==> src/rtl/rv32m_pkg.sv <==
// Shared definitions for the RV32M multiply/divide unit: op encodings and
// 32-bit constants used by the divide special cases.
package rv32m_pkg;

   localparam int unsigned XLEN    = 32;
   localparam int unsigned OP_W    = 3;
   localparam int unsigned PROD_W  = 2 * XLEN + 2;

   localparam logic [OP_W-1:0] MDU_MUL    = 3'b000;
   localparam logic [OP_W-1:0] MDU_MULH   = 3'b001;
   localparam logic [OP_W-1:0] MDU_MULHSU = 3'b010;
   localparam logic [OP_W-1:0] MDU_MULHU  = 3'b011;
   localparam logic [OP_W-1:0] MDU_DIV    = 3'b100;
   localparam logic [OP_W-1:0] MDU_DIVU   = 3'b101;
   localparam logic [OP_W-1:0] MDU_REM    = 3'b110;
   localparam logic [OP_W-1:0] MDU_REMU   = 3'b111;

   localparam logic [XLEN-1:0] INT_MIN  = 32'h8000_0000;
   localparam logic [XLEN-1:0] ALL_ONES = 32'hFFFF_FFFF;

endpackage

==> src/rtl/rv32m_div.sv <==
// Combinational 32-bit divider: restoring division on operand magnitudes,
// sign fix-up, then the RISC-V divide-by-zero and overflow results.
module rv32m_div
   import rv32m_pkg::*;
(
   input  logic [XLEN-1:0] dividend,
   input  logic [XLEN-1:0] divisor,
   input  logic            is_signed,
   output logic [XLEN-1:0] quotient_c,
   output logic [XLEN-1:0] remainder_c
);

   logic            a_neg;
   logic            b_neg;
   logic [XLEN-1:0] a_mag;
   logic [XLEN-1:0] b_mag;
   logic [XLEN-1:0] quo_mag;
   logic [XLEN-1:0] rem_mag;
   logic [XLEN:0]   trial;
   logic [XLEN:0]   diff;
   logic            div_zero;
   logic            overflow;

   always_comb begin
      a_neg    = is_signed & dividend[XLEN-1];
      b_neg    = is_signed & divisor[XLEN-1];
      a_mag    = a_neg ? -dividend : dividend;
      b_mag    = b_neg ? -divisor  : divisor;
      div_zero = (divisor == '0);
      overflow = is_signed & (dividend == INT_MIN) & (divisor == ALL_ONES);

      quo_mag = '0;
      rem_mag = '0;
      trial   = '0;
      diff    = '0;
      // One quotient bit per iteration, MSB first.
      for (int i = XLEN - 1; i >= 0; i--) begin
         trial = {rem_mag, a_mag[5'(i)]};
         diff  = trial - {1'b0, b_mag};
         if (trial >= {1'b0, b_mag}) begin
            rem_mag        = diff[XLEN-1:0];
            quo_mag[5'(i)] = 1'b1;
         end else begin
            rem_mag = trial[XLEN-1:0];
         end
      end

      quotient_c  = (a_neg ^ b_neg) ? -quo_mag : quo_mag;
      remainder_c = a_neg ? -rem_mag : rem_mag;

      if (div_zero) begin
         quotient_c  = ALL_ONES;
         remainder_c = dividend;
      end else if (overflow) begin
         quotient_c  = INT_MIN;
         remainder_c = '0;
      end
   end

endmodule

==> src/rtl/rv32m_mdu.sv <==
// RV32M multiply/divide unit: single-cycle combinational datapath feeding
// one result register, one operation accepted per clock.
module rv32m_mdu
   import rv32m_pkg::*;
(
   input  logic            clk,
   input  logic            rst,
   input  logic [XLEN-1:0] rs1,
   input  logic [XLEN-1:0] rs2,
   input  logic [OP_W-1:0] mdu_op,
   output logic [XLEN-1:0] mdu_result
);

   logic                     rs1_signed;
   logic                     rs2_signed;
   logic signed [XLEN:0]     rs1_ext;
   logic signed [XLEN:0]     rs2_ext;
   logic signed [PROD_W-1:0] product;
   logic [1:0]               unused_prod_top;
   logic [XLEN-1:0]          quotient_c;
   logic [XLEN-1:0]          remainder_c;
   logic [XLEN-1:0]          result_c;

   // Operand extension: only MULH/MULHSU treat rs1 as signed, only MULH rs2.
   always_comb begin
      rs1_signed = (mdu_op == MDU_MULH) | (mdu_op == MDU_MULHSU);
      rs2_signed = (mdu_op == MDU_MULH);
      rs1_ext    = {rs1_signed & rs1[XLEN-1], rs1};
      rs2_ext    = {rs2_signed & rs2[XLEN-1], rs2};
      product    = PROD_W'(rs1_ext) * PROD_W'(rs2_ext);
   end

   assign unused_prod_top = product[PROD_W-1:2*XLEN];

   // DIV and REM are the signed forms (funct3 bit 0 clear).
   rv32m_div u_div (
      .dividend    (rs1),
      .divisor     (rs2),
      .is_signed   (~mdu_op[0]),
      .quotient_c  (quotient_c),
      .remainder_c (remainder_c)
   );

   always_comb begin
      result_c = '0;
      case (mdu_op)
         MDU_MUL:                        result_c = product[XLEN-1:0];
         MDU_MULH, MDU_MULHSU, MDU_MULHU: result_c = product[2*XLEN-1:XLEN];
         MDU_DIV, MDU_DIVU:              result_c = quotient_c;
         MDU_REM, MDU_REMU:              result_c = remainder_c;
         default:                        result_c = '0;
      endcase
   end

   always_ff @(posedge clk) begin
      if (rst) begin
         mdu_result <= '0;
      end else begin
         mdu_result <= result_c;
      end
   end

endmodule

==> config.mk <==
export PLATFORM = sky130hd
export DESIGN_NAME = rv32m_mdu
export DESIGN_NICKNAME = d
export VERILOG_FILES = /design/src/rtl/rv32m_pkg.sv /design/src/rtl/rv32m_div.sv /design/src/rtl/rv32m_mdu.sv
export SDC_FILE = /design/constraint.sdc
export NUM_CORES = 2
export LEC_CHECK = 0
export ABC_CLOCK_PERIOD_IN_PS = 20200
export CAP_MARGIN = 0
export CORE_UTILIZATION = 60
export DETAILED_ROUTE_END_ITERATION = 12
export GPL_TIMING_DRIVEN = 0
export PLACE_DENSITY = 0.78
export RECOVER_POWER = 50
export SLEW_MARGIN = 10
export SYNTH_ARGS = -nofsm -noshare
export SYNTH_HDL_FRONTEND = slang
export SYNTH_HIERARCHICAL = 1
export SYNTH_SLANG_ARGS = --single-unit
==> constraint.sdc <==
create_clock -name clk -period 20.2 [get_ports clk]
set_clock_uncertainty 0.1 [all_clocks]
set_input_delay 4.04 -clock clk [delete_from_list [all_inputs] [get_ports clk]]
set_output_delay 4.04 -clock clk [all_outputs]
set_load 0.01 [all_outputs]
==> run summary <==
Synth unique cells = 78
Max incr delay on CP = 0.87 ns
RD Place Congestion = 1.10
Arrival time worst endpoint = 14.82 ns
Largest register FFs = 32
Grt total ovfl = 0
Largest Register = mdu_result
Crit Path Max Fanout = 10
Post_cts resized = 0
RSZ-0062 raised after global routing = no
Ys async rst share = 0%
Number of synthesized flops with an enable pin = 0
Worst Hold Path EP = mdu_result[26]
Clk slew on worst S/H paths = 0.05 ns
CP Capture Type = register
Post-DRT Antenna Nets = 0
Largest net degree at the start of global routing = 41
Syn Nets = 5930
Status = finished, violations left
FF+latch count, synth = 32
Hold-fix buffers at CTS = 0
Drt wl/cell = 28.3 um
Clk buf depth = 2
Regs by FF count = mdu_result x32
Vias in the first global route = 35162
Post-Syn Instances = 4524
Hold Crit Class = in -> reg
Syn Area/Cell = 8.90 um2
Post-synth top area share = 56.0%
Initial Util = 60.9%
# clock sinks = 32
Boundary Pins = 101
Max_cap viols = 0
Top cell by count, worst path = fa_1
Most numerous cell in the Yosys netlist = inv_1
Failing checks = design-rule violations
Final #Nets = 6035
Vias = 33592
First-pass GRT wire length = 226000 um
Row cnt = 94
Core area = 66100 um2
Final WL = 156000 um
Fmax = 67.7 MHz
Crit path kind = in -> reg
Die Y = 261 um
Hold Crit Depth = 4
Req. time, crit path = 20.25 ns
Synthesis-to-layout area growth = 5.66%
Drt via density = 6.10
CTS tree = done
Final core utilization = 64.3%
Total GRT Usage = 47.5%
Ys flop type = dfxtp_1
Share of post-route cells with drive strength above 1 = 1.86%
Root Driver = clkbuf_16
Worst-Margin Slew = 1.37 ns
CTS H-tree lvls = 2
Fin crit share = 73.1%
Sequential fraction of the synthesis area = 1.59%
Fin Setup TNS = 0 ns
Post-Syn Area = 40300 um2
Die X = 261 um
Fin. Hold Viols = 0
Hold path start = mdu_op[1]
HPWL Detailed = 129000 um
Drt drc = 21
Synth top cells by count = inv_1 (1167), fa_1 (1125), nand2_1 (788)
Slowest CP cell = nor3b_1
Buffers on Ports = 98
Leading area contributor after synthesis = fa_1
Initial antenna violation count = 11
Startpoint Class = primary input
Largest cells by area after synthesis = fa_1 (56%), inv_1 (11%), nand2_1 (7.3%)
Ys Warns = 6
Clock period minus worst slack = 14.77 ns
Initial DRC Count = 4143
Setup violators final = 0
TritonCTS Buffers = 5
Post-CTS Repair Setup Buffers = 0
Pre-Repair DR Iteration Count = 10
Final slew viol count = 0
Die area = 68100 um2
# fillers = 5797
Rel. slew slack = 8.49%
worst max-delay path, delay by kind of cell:
family	cells	cell delay, ns
xor+xnor	1	0.26
fa+ha+maj	9	5.00
buf+inv	8	2.30
simple gates	7	2.30
compound gates	3	0.90
metrics by stage:
step / setup WS, ns / cell area (um2) / std cells / hold WS, ns
2_1_floorplan: 8.00 / 40300 / 4524 / 4.14
3_3_place_gp: 5.27 / 42300 / 5486 / 4.68
3_5_place_dp: 5.50 / 42300 / 5486 / 4.67
4_1_cts: 5.78 / 42500 / 5494 / 4.39
5_1_grt: 5.23 / 42500 / 5495 / 4.44
6_report: 5.43 / 42500 / 5505 / 4.41
how the worst max path moves through the flow:
stage,end,slack [ns],startpoint
final,mdu_result[19],5.43,rs1[31]
after global routing,mdu_result[29],5.23,rs1[31]
after CTS,mdu_result[28],5.78,rs1[31]
after detailed placement,mdu_result[29],5.50,rs1[31]
after global placement,mdu_result[28],5.27,rs1[31]
after floorplan,mdu_result[28],8.00,mdu_op[1]
layout make-up:
class / instances / area [um2] / share of cell area (%)
diodes: 11 / 27.5 / 0.0647
repair buffers: 98 / 981 / 2.31
multi-input cells: 3032 / 34000 / 80.0
plain buffers: 293 / 1230 / 2.89
inverters: 1167 / 4380 / 10.3
clock buffers: 7 / 153 / 0.359
well taps: 864 / 1080 / 2.54
clock inverters: 1 / 30.0 / 0.0706
flip-flops and latches: 32 / 641 / 1.51
metal layers:
metal / part of all wire, % / GRT usage (%) / routed length, um / vias up
li1: - / - / - / 13194
met1: 33 / 58.0 / 51900 / 17009
met2: 43 / 70.9 / 66800 / 2600
met3: 13 / 13.9 / 20900 / 789
met4: 10 / 37.8 / 16300 / 0
met5: 0 / 0 / 0 / -
layout by cell type (no fill, tap or decap), types with 4 or more instances in the layout:
master	n
a31oi_1	11
nand4_1	27
buf_4	32
clkdlybuf4s50_1	66
xnor2_1	52
o21a_1	8
nor2_1	83
or2_2	9
clkbuf_16	5
dfxtp_1	32
nor2b_1	9
and2_1	325
o31a_1	5
xor2_1	17
dlygate4sd3_1	32
o22ai_1	9
nor3_1	11
nand2_1	788
o21ai_0	35
nand2b_1	8
a21o_1	45
inv_1	1167
ha_1	212
o21bai_1	9
o21ai_1	5
diode_2	11
a22o_1	4
nand3_1	21
mux2_2	10
a22oi_1	22
buf_2	6
nor4_1	13
fa_1	1124
clkbuf_1	249
o211ai_1	7
a221oi_1	16
and3_1	11
a21oi_1	74
logic make-up (layout without fill, tap and decap cells):
family                   Yosys count  count (layout)  share of synthesized area (%)
other                              0              11                              0
AND/OR/NAND/NOR                 1328            1328                           15.3
adder cells (fa/ha/maj)         1337            1337                           62.5
multiplexers                      10              10                          0.280
flip-flops                        32              32                           1.59
AO/OA/AOI/OAI                    288             288                           4.90
buffers and inverters           1460            1566                           13.9
XOR/XNOR                          69              69                           1.50
Power is left out: the tool's default activity adds up to more than one toggle a clock period on the data nets, which glitch-free logic cannot reach.
